==> config.mk <==
export PLATFORM = sky130hd
export DESIGN_NAME = branch_predictor
export DESIGN_NICKNAME = d
export VERILOG_FILES = /design/src/rtl/branch_predictor.sv
export SDC_FILE = /design/constraint.sdc
export NUM_CORES = 1
export LEC_CHECK = 0
export ABC_AREA = 1
export ABC_CLOCK_PERIOD_IN_PS = 2300
export CORE_MARGIN = 2
export CORE_UTILIZATION = 47
export DETAILED_ROUTE_END_ITERATION = 8
export PLACE_DENSITY = 0.77
export SLEW_MARGIN = 15
export SYNTH_ARGS = -nofsm -noshare
export SYNTH_HDL_FRONTEND = slang
export SYNTH_SLANG_ARGS = --single-unit
==> constraint.sdc <==
create_clock -name clk_i -period 2.3 [get_ports clk_i]
set_input_delay 0.345 -clock clk_i [delete_from_list [all_inputs] [get_ports clk_i]]
set_output_delay 0.345 -clock clk_i [all_outputs]
set_load 0.05 [all_outputs]
==> src/rtl/branch_predictor.sv <==
// Dynamic branch direction predictor: a table of saturating counters indexed by fetch-PC bits.
// Define BP_GSHARE_EN to XOR a global history register into the lookup index (gshare).
module branch_predictor #(
  parameter  int ENTRIES = 16,
  parameter  int CTR_W   = 2,
  parameter  int CNT_W   = 16,
  localparam int IDX_W   = $clog2(ENTRIES)
) (
  input  logic             clk_i,
  input  logic             rst_i,
  input  logic             stall_i,
  input  logic             flush_i,
  input  logic [31:0]      lk_pc_i,
  output logic             pred_taken_o,
  output logic [IDX_W-1:0] pred_idx_o,
  input  logic             upd_valid_i,
  input  logic [IDX_W-1:0] upd_idx_i,
  input  logic             upd_taken_i,
  input  logic             upd_pred_i,
  output logic [CNT_W-1:0] upd_cnt_o,
  output logic [CNT_W-1:0] mispred_cnt_o
);

  localparam logic [CTR_W-1:0] CTR_MAX  = {CTR_W{1'b1}};
  localparam logic [CTR_W-1:0] CTR_INIT = {1'b0, {(CTR_W-1){1'b1}}};
  localparam logic [CNT_W-1:0] CNT_MAX  = {CNT_W{1'b1}};

  logic [IDX_W-1:0] lk_idx;

  // Only the word-aligned index bits of the fetch PC select a counter.
  logic unused_pc_bits;
  assign unused_pc_bits = ^{lk_pc_i[31:IDX_W+2], lk_pc_i[1:0]};

`ifdef BP_GSHARE_EN
  logic [IDX_W-1:0] ghr_q, ghr_d;

  always_comb begin
    ghr_d = ghr_q;
    if (upd_valid_i) begin
      ghr_d = IDX_W'({ghr_q, upd_taken_i});
    end
  end

  always_ff @(posedge clk_i or negedge rst_i) begin
    if (!rst_i) begin
      ghr_q <= '0;
    end else begin
      ghr_q <= ghr_d;
    end
  end

  // The lookup uses the pre-shift history even when an update lands in the same cycle.
  assign lk_idx = lk_pc_i[IDX_W+1:2] ^ ghr_q;
`else
  assign lk_idx = lk_pc_i[IDX_W+1:2];
`endif

  // Counter table
  logic [CTR_W-1:0] ctr_q [ENTRIES];
  logic [CTR_W-1:0] ctr_d [ENTRIES];

  // NOTE: every signal written in always_comb gets a default first, so no path leaves it unassigned and no latch is inferred.
  always_comb begin
    ctr_d = ctr_q;
    if (upd_valid_i) begin
      if (upd_taken_i && (ctr_q[upd_idx_i] != CTR_MAX)) begin
        ctr_d[upd_idx_i] = ctr_q[upd_idx_i] + 1'b1;
      end else if (!upd_taken_i && (ctr_q[upd_idx_i] != '0)) begin
        ctr_d[upd_idx_i] = ctr_q[upd_idx_i] - 1'b1;
      end
    end
  end

  // NOTE: the table is a flop array, not SRAM, so it can and must be reset like any register; no init sequencer is needed.
  always_ff @(posedge clk_i or negedge rst_i) begin
    if (!rst_i) begin
      for (int i = 0; i < ENTRIES; i++) begin
        ctr_q[i] <= CTR_INIT;
      end
    end else begin
      // NOTE: non-blocking assignments here so every flop samples pre-edge values; that is what makes a same-cycle lookup read-old.
      ctr_q <= ctr_d;
    end
  end

  // Prediction registers travelling with IF/ID
  logic             pred_taken_q, pred_taken_d;
  logic [IDX_W-1:0] pred_idx_q, pred_idx_d;

  always_comb begin
    pred_taken_d = pred_taken_q;
    pred_idx_d   = pred_idx_q;
    if (flush_i) begin
      pred_taken_d = 1'b0;
      pred_idx_d   = '0;
    end else if (!stall_i) begin
      pred_taken_d = ctr_q[lk_idx][CTR_W-1];
      pred_idx_d   = lk_idx;
    end
  end

  always_ff @(posedge clk_i or negedge rst_i) begin
    if (!rst_i) begin
      pred_taken_q <= 1'b0;
      pred_idx_q   <= '0;
    end else begin
      pred_taken_q <= pred_taken_d;
      pred_idx_q   <= pred_idx_d;
    end
  end

  assign pred_taken_o = pred_taken_q;
  assign pred_idx_o   = pred_idx_q;

  // Saturating statistics
  logic [CNT_W-1:0] upd_cnt_q, upd_cnt_d;
  logic [CNT_W-1:0] mispred_cnt_q, mispred_cnt_d;

  always_comb begin
    upd_cnt_d     = upd_cnt_q;
    mispred_cnt_d = mispred_cnt_q;
    if (upd_valid_i) begin
      if (upd_cnt_q != CNT_MAX) begin
        upd_cnt_d = upd_cnt_q + 1'b1;
      end
      if ((upd_taken_i != upd_pred_i) && (mispred_cnt_q != CNT_MAX)) begin
        mispred_cnt_d = mispred_cnt_q + 1'b1;
      end
    end
  end

  always_ff @(posedge clk_i or negedge rst_i) begin
    if (!rst_i) begin
      upd_cnt_q     <= '0;
      mispred_cnt_q <= '0;
    end else begin
      upd_cnt_q     <= upd_cnt_d;
      mispred_cnt_q <= mispred_cnt_d;
    end
  end

  assign upd_cnt_o     = upd_cnt_q;
  assign mispred_cnt_o = mispred_cnt_q;

endmodule

==> results of run 1 <==
==> logic make-up (layout without fill, tap and decap cells) <==
| logic type | count (synthesis) | count (layout) |
|---|---|---|
| AND/OR/NAND/NOR | 346 | 346 |
| AO/OA/AOI/OAI | 55 | 55 |
| flip-flops | 69 | 69 |
| buffers and inverters | 66 | 151 |
| XOR/XNOR | 26 | 26 |
| adder cells (fa/ha/maj) | 4 | 4 |
==> Yosys cell counts (all sizes together) <==
cell	n	area [um^2]
xor2	12	105
nand4	6	37.5
or2	1	6.26
dfstp	16	420
ha	4	50.1
nand2	247	945
a21oi	3	18.8
clkinv	1	3.75
nor3	15	103
xnor2	14	130
buf	8	73.8
clkbuf	1	3.75
nand3	28	155
nor2	49	196
o211ai	3	22.5
a22oi	4	30.0
dfrtp	53	1330
inv	56	213
o21ai	45	236
==> power by group through the flow <==
stage / clock network [uW] / registers [uW] / logic (uW)
after floorplan: 0 / 2240 / 781
after global placement: 0 / 1930 / 1650
after detailed placement: 0 / 1940 / 1690
after CTS: 996 / 1920 / 1710
after global routing: 1050 / 1980 / 1960
final: 981 / 1940 / 1820
==> path summary, 6_finish.rpt <==
check | end | slack (ns)
setup / recovery | ctr_q[31] | -0.07
hold / removal | mispred_cnt_o[13] | 0.005
setup reg to reg | ctr_q[31] | -0.06
hold reg to reg | pred_idx_o[3] | 0.48
max in group asynchronous | async pin | 1.96
min in group clk_i | pred_idx_o[3] | 0.48
==> layer usage <==
metal	routed length, um	vias up	track usage	share of wire
li1	-	1934	-	-
met5	0	-	0	0
met4	423	0	0.0975	0.039
met3	756	56	0.0360	0.070
met1	4460	1896	0.286	0.41
met2	5190	179	0.364	0.48
==> worst max-delay path, cell delays in order <==
cell and delay (ns):
sky130_fd_sc_hd__buf_2 0.14, sky130_fd_sc_hd__inv_2 0.12, sky130_fd_sc_hd__nor2_1 0.05, sky130_fd_sc_hd__buf_4 0.15
sky130_fd_sc_hd__nand2_1 0.05, sky130_fd_sc_hd__o21ai_0 0.09, sky130_fd_sc_hd__o21ai_0 0.21, sky130_fd_sc_hd__nand2_1 0.11
sky130_fd_sc_hd__inv_1 0.09, sky130_fd_sc_hd__nand2_1 0.07, sky130_fd_sc_hd__ha_1 0.20, sky130_fd_sc_hd__inv_1 0.07
sky130_fd_sc_hd__nand2_2 0.09, sky130_fd_sc_hd__a21oi_4 0.23, sky130_fd_sc_hd__clkinv_4 0.13, sky130_fd_sc_hd__nor2_4 0.21
sky130_fd_sc_hd__nand2_2 0.10, sky130_fd_sc_hd__nand2_1 0.06, sky130_fd_sc_hd__o21ai_1 0.07
==> area by class of cell <==
cell class	instances	area, um^2	share of cell area
multi-input cells	431	2210	0.423
flip-flops and latches	69	1750	0.334
repair buffers	77	717	0.137
inverters	57	223	0.0426
well taps	105	131	0.0251
clock buffers	10	128	0.0244
clock inverters	6	63.8	0.0122
repair inverters	1	7.51	0.00144
==> metrics by stage <==
step	setup slack, ns	setup TNS, ns	utilization	instances	instance area (um^2)
5_1_grt	-0.249	-5.95	0.630	756	5230
2_1_floorplan	0.0509	0	-	566	4080
3_5_place_dp	-0.609	-17.38	0.579	734	4810
3_3_place_gp	-0.548	-15.91	0.579	734	4810
6_report	-0.0653	-0.425	0.630	756	5230
4_1_cts	0.00903	0	0.608	753	5050
==> cell usage in the layout, fill, tap and decap left out, types with 9 or more instances in the layout <==
cell and count:
sky130_fd_sc_hd__nand3_1 25, sky130_fd_sc_hd__nand2_1 234, sky130_fd_sc_hd__nand2_2 9, sky130_fd_sc_hd__xor2_1 12, sky130_fd_sc_hd__o21ai_0 31, sky130_fd_sc_hd__nor2_1 32, sky130_fd_sc_hd__buf_4 21, sky130_fd_sc_hd__dfstp_2 16
sky130_fd_sc_hd__nor2_4 13, sky130_fd_sc_hd__inv_1 48, sky130_fd_sc_hd__clkdlybuf4s50_1 46, sky130_fd_sc_hd__clkbuf_8 9, sky130_fd_sc_hd__xnor2_1 13, sky130_fd_sc_hd__nor3_1 10, sky130_fd_sc_hd__dfrtp_1 53, sky130_fd_sc_hd__o21ai_1 10
==> what timing repair did <==
item | in CTS | in global routing
gates cloned | 2 | 0
buffers inserted | 1 | 3
setup endpoints to repair | 32 | 32
pin swaps | 2 | 15
resized for setup | 16 | 63
==> results by stage, run 1 <==
Global route:
- In the global route stage, overall resource usage came out at 0.220.
- The final global-route overflow total is 0.
- The maximum number of pins on one net before global-route repair is 70.
- The initial antenna violation count is 0.
- The first global-routing pass estimated 17.3 mm of wire.
- The via count of the first global-routing pass is 3855.

Final layout:
- In the final layout, the share of cells above drive strength 1 is 0.180.
- 0 antenna diodes ended up in the layout.
- The number of nets at the end of the flow is 693.
- Relative to the synthesized area, the layout overhead comes to 28.3%.
- The filler cells instantiated in the layout total 694.

Synthesis:
- The post-synthesis instance total is 566.
- The share of the synthesized area in compound gates (AO/OA/AOI/OAI) came to 0.0755.
- The number of nets in the synthesized netlist is 613.
- The distinct cell type count of the synthesized netlist is 33.
- The portion of synthesized area spent on multiplexers is 0.
- The simple-gate portion of the synthesized area is 0.354.
- The post-synthesis area per instance is 7.20 um^2.
- In this run, synthesis produced a sequential element count of 69.
- Of the total synthesized cell area, the portion taken by XOR and XNOR cells is 0.0577.
- The synthesized netlist occupies a cell area of 4080 um^2.
- The share of the Yosys chip area taken by registers is 0.428.
- Yosys printed 0 warnings.
- Of the total synthesized cell area, the portion taken by full adders, half adders and majority gates is 0.0123.
- By area, the combinational part of the netlist is dominated by simple AND/OR/NAND/NOR gates.

Floorplan:
- For this configuration, the core starts out at a cell density of 0.491.
- The core region area is 8300 um^2.
- The die covers 9430 um^2.
- Row generation in the floorplan step produced 33 rows.
- In this run the count of I/O pins placed on the die edge is 80.
- The die span in x is 97.1 um.
- Measured along the y axis, the die boundary spans 97.1 um.

Run status:
- The checks that failed: setup timing.
- The run finished, with violations left.

Clocking:
- The H-tree generated during clock tree synthesis spans 3 levels.
- At the later pin of the worst-skew pair, clock insertion delay measures 0.35 ns.
- The clock-pin slew reported for the worst setup and hold paths after clock tree synthesis is 0.08 ns.
- The cell at the root of the clock tree is sky130_fd_sc_hd__clkbuf_8.
- TritonCTS built the clock tree.
- The TritonCTS sink count is 69.
- The number of buffers created by CTS is 9.
- For this design, the CTS-stage hold fixing added 0 buffers.
- The maximum clock insertion buffer count is 2.

STA:
- Of the available clock period, the critical path in the final layout requires 1.03.
- The final critical path time including I/O delays and setup is 2.37 ns.
- The post-route worst setup slack is -0.0653 ns.
- The number of hold-slack violations in the final timing report is 0.
- The highest clock frequency the design can meet is 423 MHz.
- Setup repair after global routing could not meet its margin everywhere.
- For the pin with the worst max-slew slack, the measured transition is 0.533 ns.
- The number of slew-limit violations in the final report was 0.
- The number of endpoints failing setup at the final stage is 13.
- The worst hold slack across all endpoints is 0.00456 ns.
- The clock skew after layout is 0.0116 ns.
- The remaining max-slew budget at the tightest pin is 0.644.

Placement:
- The number of buffer cells added on primary ports is 51.
- The sum of net half-perimeters after detailed placement is 7.41 mm.
- The final weighted congestion of routability-driven global placement is 0.923.

Worst setup path:
- The logic depth of the worst register-to-register path is 15.
- In this run the critical register-to-register path is launched from ctr_q[31].
- The peak fanout along the critical path is 7.
- STA puts the critical path data arrival time at 2.59 ns.
- The worst setup path is of the in -> reg kind.
- The worst setup path is launched from a primary input.
- In this run the worst setup path begins at upd_idx_i[0].
- The required time at the worst-slack endpoint is 2.53 ns.
- STA classifies the critical path endpoint as a register.

Route:
- The final route contains 4065 vias.
- The detail route stage leaves a number of antenna-violating nets equal to 0.
- The first-iteration detailed-routing DRC count is 221.
- The number of remaining DRC errors is 0.
- The via count normalized by instance count is 5.38.
- The first detailed-routing pass ran for 6 iterations.
- For this block, the routed nets add up to 10.8 mm of wire.
- In the final routed layout, each cell accounts on average for 14.3 um.

Power and ir drop:
- After layout, the design draws a total of 4740 uW.
- The reported net switching power is 1990 uW.
- The share of total power dissipated in combinational logic is 0.384.
- The worst-case IR drop observed on VDD is 0.391 mV.
- The share of total power dissipated in sequential elements is 0.409.
- Of the total power, the clock network draws 0.207.
- In this run the power density over the cells is 906 nW/um^2.
- The static leakage is 0.00243 uW.
- The switching share of power is 0.419.
- The internal power of the cells totals 2750 uW.

Job:
- The tool flagged a number of max-cap violations equal to 0.

Worst hold path:
- The path class of the tightest hold or removal check is in -> async.
No activity file was read; power rests on OpenSTA's default activity.
==> run 2: changes to the inputs <==
- GPL_TIMING_DRIVEN: default -> 0
- SLEW_MARGIN: 15 -> 20
==> run 2 against run 1 <==
Compared with the run above:
- the run now ends clean
- die area unchanged
- combinational power down 4%
- non-clock buffer count down 10
- core utilization down 0.23 points
- power up 3.8%
- design area down 0.36%
- first-iteration DRC count down 3.6%
- clock power up 27%
- largest power group unchanged
==> results by stage, run 2 (synthesis results as in run 1) <==
Clocking:
- In this run the deepest clock path goes through 2 buffers.
- The TritonCTS sink count is 69.
- TritonCTS built the clock tree.
- The number of buffers created by CTS is 9.
- Clock latency on the worst-skew pair, taken at its later pin, is 0.36 ns.
- The root buffer cell chosen for the clock tree is sky130_fd_sc_hd__clkbuf_8.
- The clock-pin slew reported for the worst setup and hold paths after clock tree synthesis is 0.09 ns.
- The depth of the CTS H-tree is 3.

Route:
- In the final routed layout, each cell accounts on average for 13.7 um.
- The antenna violation net count after detailed routing is 0.
- The detailed-router iteration count before antenna repair is 5.
- Using the TritonRoute via totals, the vias-per-cell ratio works out to 5.22.
- The number of remaining DRC errors is 0.
- The first-iteration detailed-routing DRC count is 213.
- The via total after detailed routing is 3889.
- For this block, the routed nets add up to 10.2 mm of wire.

Placement:
- Detailed placement ended at an HPWL of 7.23 mm.
- In this run the tool buffered the top-level ports with 50 buffer cells.
- Timing analysis after detailed placement gives a worst setup slack of -0.990 ns.
- The congestion estimate from routability-driven global placement came to 0.875.

STA:
- The highest clock frequency the design can meet is 445 MHz.
- Setup repair after global routing could not meet its margin everywhere.
- Hold timing on the final database bottoms out at a slack of 0.462 ns.
- The final critical path time including I/O delays and setup is 2.25 ns.
- Setup violations remaining at the end of the flow were counted as 0.
- The remaining max-slew budget at the tightest pin is 0.657.
- At the pin with the least slew margin, the transition time is 0.513 ns.
- The ratio of final minimum period to clock period is 0.978.
- Clock skew on the completed layout was measured at 0.0161 ns.
- The number of slew-limit violations in the final report is 0.
- The number of hold-slack violations in the final timing report is 0.
- The post-route worst setup slack is 0.0503 ns.

Final layout:
- Leaving out fill and tap cells, the most frequent cells in the layout are 231 x sky130_fd_sc_hd__nand2_1, 53 x sky130_fd_sc_hd__dfrtp_1, 48 x sky130_fd_sc_hd__inv_1, 46 x sky130_fd_sc_hd__clkdlybuf4s50_1, 35 x sky130_fd_sc_hd__o21ai_0.
- The most common library cell in the layout ignoring fill and taps is sky130_fd_sc_hd__nand2_1.
- The number of fill cells in the layout is 732.
- 0 antenna diodes ended up in the layout.
- The fraction of final layout cells with drive strength greater than 1 is 0.166.
- The net count of the finished layout is 682.
- Compared with the post-synthesis result, the final layout area differs by 27.8%.
- The sequential cells in the finished layout cover a total of 1750 um^2.
- Summing all multi-input logic gate instances after layout gives 2220 um^2.

Floorplan:
- The number of ports placed on the die boundary is 80.
- For this configuration, the core starts out at a cell density of 0.491.
- The die span in x is 97.1 um.
- The chip height is 97.1 um.
- The floorplan has 33 rows.
- The core region area is 8300 um^2.
- The area enclosed by the die boundary is 9430 um^2.

Power and ir drop:
- For this design the ratio of total power to cell area is 944 nW/um^2.
- The maximum resistive drop on vdd is 0.425 mV.
- The analysis attributes to cell leakage a power of 0.00240 uW.

Global route:
- The first global-routing pass estimated 17.5 mm of wire.
- The via count of the first global-routing pass is 3806.
- Across every metal layer, demand over resource in global routing totals 0.225.
- For this run the aggregate overflow at the end of global routing stands at 0.
- The initial antenna violation count is 0.
- The maximum number of pins on one net before global-route repair is 39.

Worst setup path:
- The peak fanout along the critical path is 8.
- The startpoint class of the critical path is a primary input.
- The critical path is of the in -> reg type.
- The signal arrival time at the worst endpoint is 2.46 ns.
- At the worst endpoint, the required time is 2.51 ns.
- The sort of element at the end of the critical path is a register.

Run status:
- The flow ran to the end, and the final reports show no timing, DRC or antenna violations.

Job:
- The max-cap check violation count is 0.

Worst hold path:
- In this run the worst hold path is classified as in -> async.
[run 2: cell count changes in the layout (fill, tap and decap cells not counted), moves of 3 or more]
cell                      change
sky130_fd_sc_hd__buf_4       -12
sky130_fd_sc_hd__nand2_1      -3
sky130_fd_sc_hd__o21ai_0      +4
sky130_fd_sc_hd__o21ai_1      -4
[run 2: through the flow]
stage	cell area (um^2)	std cells	power, uW	setup TNS, ns	utilization
2_1_floorplan	4080	566	3030	0	-
3_3_place_gp	4710	721	3510	-110.56	0.567
3_5_place_dp	4730	722	3570	-27.42	0.569
4_1_cts	5170	745	4900	0	0.623
5_1_grt	5210	745	5200	-1.07	0.628
6_report	5210	745	4920	0	0.628
[run 2: power breakdown]
part           internal, uW  total, uW  leakage (uW)  switching [uW]
sequential             1600       1910      0.000852             304
combinational           627       1750       0.00142            1130
clock                   755       1250      0.000120             500
[run 2: final cells by class]
cell class / count / share of cell area
multi-input cells: 431 / 0.425
flip-flops and latches: 69 / 0.335
repair buffers: 59 / 0.110
inverters: 57 / 0.0427
clock buffers: 11 / 0.0271
well taps: 105 / 0.0252
clock inverters: 5 / 0.0204
plain buffers: 8 / 0.0139
[run 2: final timing paths]
kind,end,depth (start not counted),slack (ns),from
worst max-delay path,ctr_q[5],16,0.05,upd_idx_i[1]
worst min-delay path,upd_cnt_o[9],2,0.46,rst_i
worst max register to register,ctr_q[5],15,0.06,register
worst min register to register,register,2,0.46,register
max in group asynchronous,async pin,3,1.21,rst_i
min in group clk_i,register,2,0.46,register
[run 2: what timing repair did]
item,in CTS,in global routing
setup endpoints to repair,32,31
gates resized for setup,52,19
setup buffers,6,0
hold endpoints to repair,31,0
cloned,1,0
pin swaps,8,14
hold buffers,1,0
[run 2: routing by layer]
layer,global-route usage,vias to the layer above,share of wire
li1,-,1911,-
met1,0.283,1837,0.43
met2,0.390,121,0.50
met3,0.0410,20,0.051
met4,0.0726,0,0.018
met5,0,-,0
[run 2: critical path, stage by stage]
cell	delay [ns]
sky130_fd_sc_hd__buf_2	0.24
sky130_fd_sc_hd__inv_2	0.13
sky130_fd_sc_hd__nor2_4	0.21
sky130_fd_sc_hd__nand2_1	0.06
sky130_fd_sc_hd__o21ai_0	0.07
sky130_fd_sc_hd__o21ai_0	0.13
sky130_fd_sc_hd__nand2_2	0.10
sky130_fd_sc_hd__nor2_1	0.06
sky130_fd_sc_hd__ha_2	0.17
sky130_fd_sc_hd__or2_1	0.23
sky130_fd_sc_hd__a21oi_4	0.26
sky130_fd_sc_hd__nand2_4	0.14
sky130_fd_sc_hd__nor2_2	0.12
sky130_fd_sc_hd__inv_1	0.07
sky130_fd_sc_hd__nand2_1	0.06
sky130_fd_sc_hd__o21ai_0	0.08
==> run 3: changes to the inputs <==
- CAP_MARGIN: default -> 20
==> results of run 3 <==
No change in the layout: final DEF, timing and power equal those of run 2.
==> variant 1: new RTL, settings of run 3 <==
Change the parameter `ENTRIES` from 16 to 32.
--- a/src/rtl/branch_predictor.sv
+++ b/src/rtl/branch_predictor.sv
@@ -1,7 +1,7 @@
 // Dynamic branch direction predictor: a table of saturating counters indexed by fetch-PC bits.
 // Define BP_GSHARE_EN to XOR a global history register into the lookup index (gshare).
 module branch_predictor #(
-  parameter  int ENTRIES = 16,
+  parameter  int ENTRIES = 32,
   parameter  int CTR_W   = 2,
   parameter  int CNT_W   = 16,
   localparam int IDX_W   = $clog2(ENTRIES)
Ports: changed (resized pred_idx_o and upd_idx_i); port bits go from 80 to 82. The function was not compared with the original's and may differ.
==> variant 1 against run 3 <==
  * The flow now finishes with violations (setup timing)
  * Total power rose by 25%
  * Area after synthesis increased by 39%
  * Critical path type is now reg2reg
  * Worst setup slack worse by 0.25 ns
  * Wire length grew 50%
  * First-iteration DRC count up 71%
  * Sequential cell count increased by 33
  * Register-to-register slack worse by 0.26 ns
  * Final area rose by 37%
  * Sequential power rose by 40%
==> variant 1: results (changes against run 3) <==
status: "finished, violations left"
drive_gt1_share_pct: 22.45  # +5.9 points
leakage_nw: 3.221  # +34%
met2_usage_pct: 40.20  # +1.2 points
met1_usage_pct: 30.60  # +2.3 points
place_area_um2: 6437  # +36%
fillers: 1051  # +44%
top_layer: "met4"
firstDrtPassIters: 6  # +1
ir_worst_vdd_mv: 0.9830  # +130%
yosys-top-cells-area: "dfrtp_1 31%, nand2_1 18%, dfstp_2 15%, nand3_1 5.5%, inv_1 5.1%"
grtUsageMet3_pct: 5.792  # +1.7 points
muxShareOfSynthArea_pct: 0  # unchanged
io_buffers: 52  # +4.0%
totalWireLength_um: 15250  # +50%
finalSetupViolCount: 64  # +64
gp_congestion: 0.9214  # +5.4%
ys_types: 28  # -15%
comb-power_mw: 2.04  # +17%
dpl.hpwl_um: 9961  # +38%
whs_ns: 0.4540  # -0.008418 ns
clk_pin_slew_ns: 0.07  # -0.02 ns
synth-xor-area-share_pct: 3.851  # -1.9 points
grt_max_degree: 64  # +64%
stdcell_count: 989  # +33%
met1Wirelength_um: 6405  # +47%
synth-seq-area-share_pct: 45.60  # +2.8 points
r2r-end: "ctr_q[63]$_DFFE_PN0P_"
power_clock_mw: 1.45  # +16%
cpMaxStageDelayCell: "dfstp_2"
path_class: "reg2reg"
failed_checks: "setup timing"
cp.arrival_ns: 2.74  # +0.28 ns
dr_wl_met3_um: 1211  # +130%
dp_slack_ns: -1.424  # -0.4340 ns
final_nets: 885  # +30%
rr_worst_depth: 16  # +1
tns_ns: -7.337  # -7.337 ns
grt_usage_pct: 24.18  # +1.7 points
place_inst: 958  # +33%
maxSlewHeadroom_pct: 61.49  # -4.2 points
grt_pass1_vias: 5041  # +32%
synth_compound_area_share_pct: 6.844  # -0.71 points
syn-num-nets: 806  # +31%
p_sw_share_pct: 39.23  # -0.057 points
diodes: 0  # unchanged
switchingPower_mw: 2.420  # +25%
drt_iter0_markers: 365  # +71%
grt_pass1_wl_um: 24450  # +40%
synth-adder-area-share_pct: 0.8803  # -0.35 points
fin_skew_ns: 0.006542  # -0.009517 ns
worst_slack_ns: -0.1972  # -0.2475 ns
slowest_delay_ns: 0.54  # +0.28 ns
via_per_inst: 5.337  # +2.2%
synthTopCellsByCount: "275 x nand2_1, 77 x inv_1, 70 x dfrtp_1"
==> variant 1: cell count changes after synthesis, moves of 5 or more <==
cell,before,now
a22oi_1,4,16
nor2_1,46,65
nand3_2,3,17
clkbuf_1,1,6
o21ai_0,42,28
dfstp_2,16,32
nand4_1,6,12
inv_1,52,77
dfrtp_1,53,70
nand2_1,244,275
o21ai_1,0,21
nand3_1,25,63
==> variant 1: worst reg2reg max path, cell delays in order (launching register included) <==
cell and delay [ns]:
dfstp_2 0.54, nand2_2 0.06, a21oi_2 0.14, o21ai_1 0.08, nand2_1 0.13, nor2_4 0.07, nand2_2 0.08, inv_2 0.05
ha_4 0.15, or2_4 0.23, a21oi_4 0.14, buf_12 0.15, nand2_4 0.15, nor2_1 0.21, inv_1 0.10, nand2_1 0.06
o21ai_1 0.05
==> variant 1: repair_timing <==
| action | CTS | global route |
|---|---|---|
| gates resized for setup | 96 | 38 |
| hold endpoints to repair | 29 | 0 |
| cloned | 0 | 0 |
| setup buffers | 13 | 1 |
| hold buffers | 1 | 0 |
| pin swaps | 20 | 17 |
| endpoints found under the setup margin | 64 | 64 |
==> variant 1: logic make-up after synthesis <==
kind of cell             Yosys count
AND/OR/NAND/NOR                  455
buffers and inverters            103
flip-flops                       102
AO/OA/AOI/OAI                     69
XOR/XNOR                          25
adder cells (fa/ha/maj)            4
==> variant 1: area by class of cell <==
type                       count  area, um2  share of cell area (%)
buffer                        18      141.4                   1.975
timing repair buffer          68      668.1                   9.334
clock buffer                  10      229.0                   3.199
sequential                   102       2592                   36.22
multi-input combinational    553       2964                   41.41
tap                          147      183.9                   2.569
inverter                      85      334.1                   4.667
clock inverter                 6      45.04                  0.6293
==> variant 2: new RTL, config.mk and constraints of run 3 <==
Without the edit above. Put one more register stage on the output `upd_cnt_o`, cleared by the reset. The value now appears one clock later. The other outputs are not delayed to match.
--- a/src/rtl/branch_predictor.sv
+++ b/src/rtl/branch_predictor.sv
@@ -139,7 +139,13 @@
     end
   end
 
-  assign upd_cnt_o     = upd_cnt_q;
+  always_ff @(posedge clk_i or negedge rst_i) begin
+    if (!rst_i) begin
+      upd_cnt_o <= '0;
+    end else begin
+      upd_cnt_o <= upd_cnt_q;
+    end
+  end
   assign mispred_cnt_o = mispred_cnt_q;
 
 endmodule
Behaviour: not the same (a bounded check fails within 4 cycles, from zero or initial values and one cycle with rst_i low).
==> variant 2 against run 3 <==
  * Sequential cell count rose by 16
  * Critical path depth fell by 1
  * Final area rose by 7.1%
  * Sequential share of layout area rose by 4.9 points
  * Count of clock-buffer cells in the layout fell by 1
  * Worst setup slack got worse by 0.0050 ns
  * Global-route usage fell by 0.83 points
  * Total power rose by 1.8%
  * Wire length rose by 4.1%
  * Area after synthesis rose by 10%
==> variant 2: results (changes against run 3) <==
final_nets: 698  # +2.3%
postCtsSetupBuffers: 5  # -1
drive_gt1_share_pct: 16.46  # -0.099 points
syn-num-nets: 628  # +2.4%
worstHoldPathType: "reg2reg"
multi_input_cells: 435  # +0.93%
slowest_delay_ns: 0.55  # +0.29 ns
status: "finished clean"
clock_power_share_pct: 20.0  # -5.5 points
multi_input_area_share_pct: 39.83  # -2.7 points
clkbuf_count: 10  # -1
worst_setup_path_start_kind: "register"
place_inst: 761  # +5.4%
buffers: 68  # +1.5%
grt_pass1_vias: 3856  # +1.3%
leakage_nw: 2.612  # +9.0%
power_mw: 5.009  # +1.8%
yosys-top-cells-area: "dfrtp_1 38%, nand2_1 21%, dfstp_2 9.4%, nor2_1 4.2%, o21ai_0 4.1%"
maxSlewHeadroom_pct: 59.74  # -6.0 points
final-clk-cell-share_pct: 3.295  # -1.5 points
drt_iter0_markers: 165  # -23%
grt_max_degree: 47  # +21%
ir_worst_vdd_mv: 0.7900  # +86%
buf_share_pct: 11.81  # -0.58 points
fin_skew_ns: 0.01031  # -0.005746 ns
[variant 2: cell families after synthesis]
logic type / count (synthesis) / synth area share (%)
flip-flops: 85 / 47.81
XOR/XNOR: 26 / 5.489
AND/OR/NAND/NOR: 346 / 31.76
buffers and inverters: 61 / 6.269
AO/OA/AOI/OAI: 59 / 7.551
adder cells (fa/ha/maj): 4 / 1.115
[variant 2: metrics by stage]
stage,area (um2),setup slack (ns),TNS (ns),utilization (%)
floorplan,4491,0.06388,0,-
global placement,5152,-2.089,-187.26,55.76
detailed placement,5170,-0.9750,-27.45,55.95
CTS,5508,-0.002322,-0.002322,59.61
global route,5582,-0.05850,-0.7088,60.41
finish,5582,0.04530,0,60.41
[variant 2: per-layer routing]
metal / vias to the layer above / track usage, %
met2: 130 / 35.12
li1: 1954 / -
met3: 39 / 4.072
met4: 0 / 9.771
met1: 1855 / 28.09
met5: - / 0
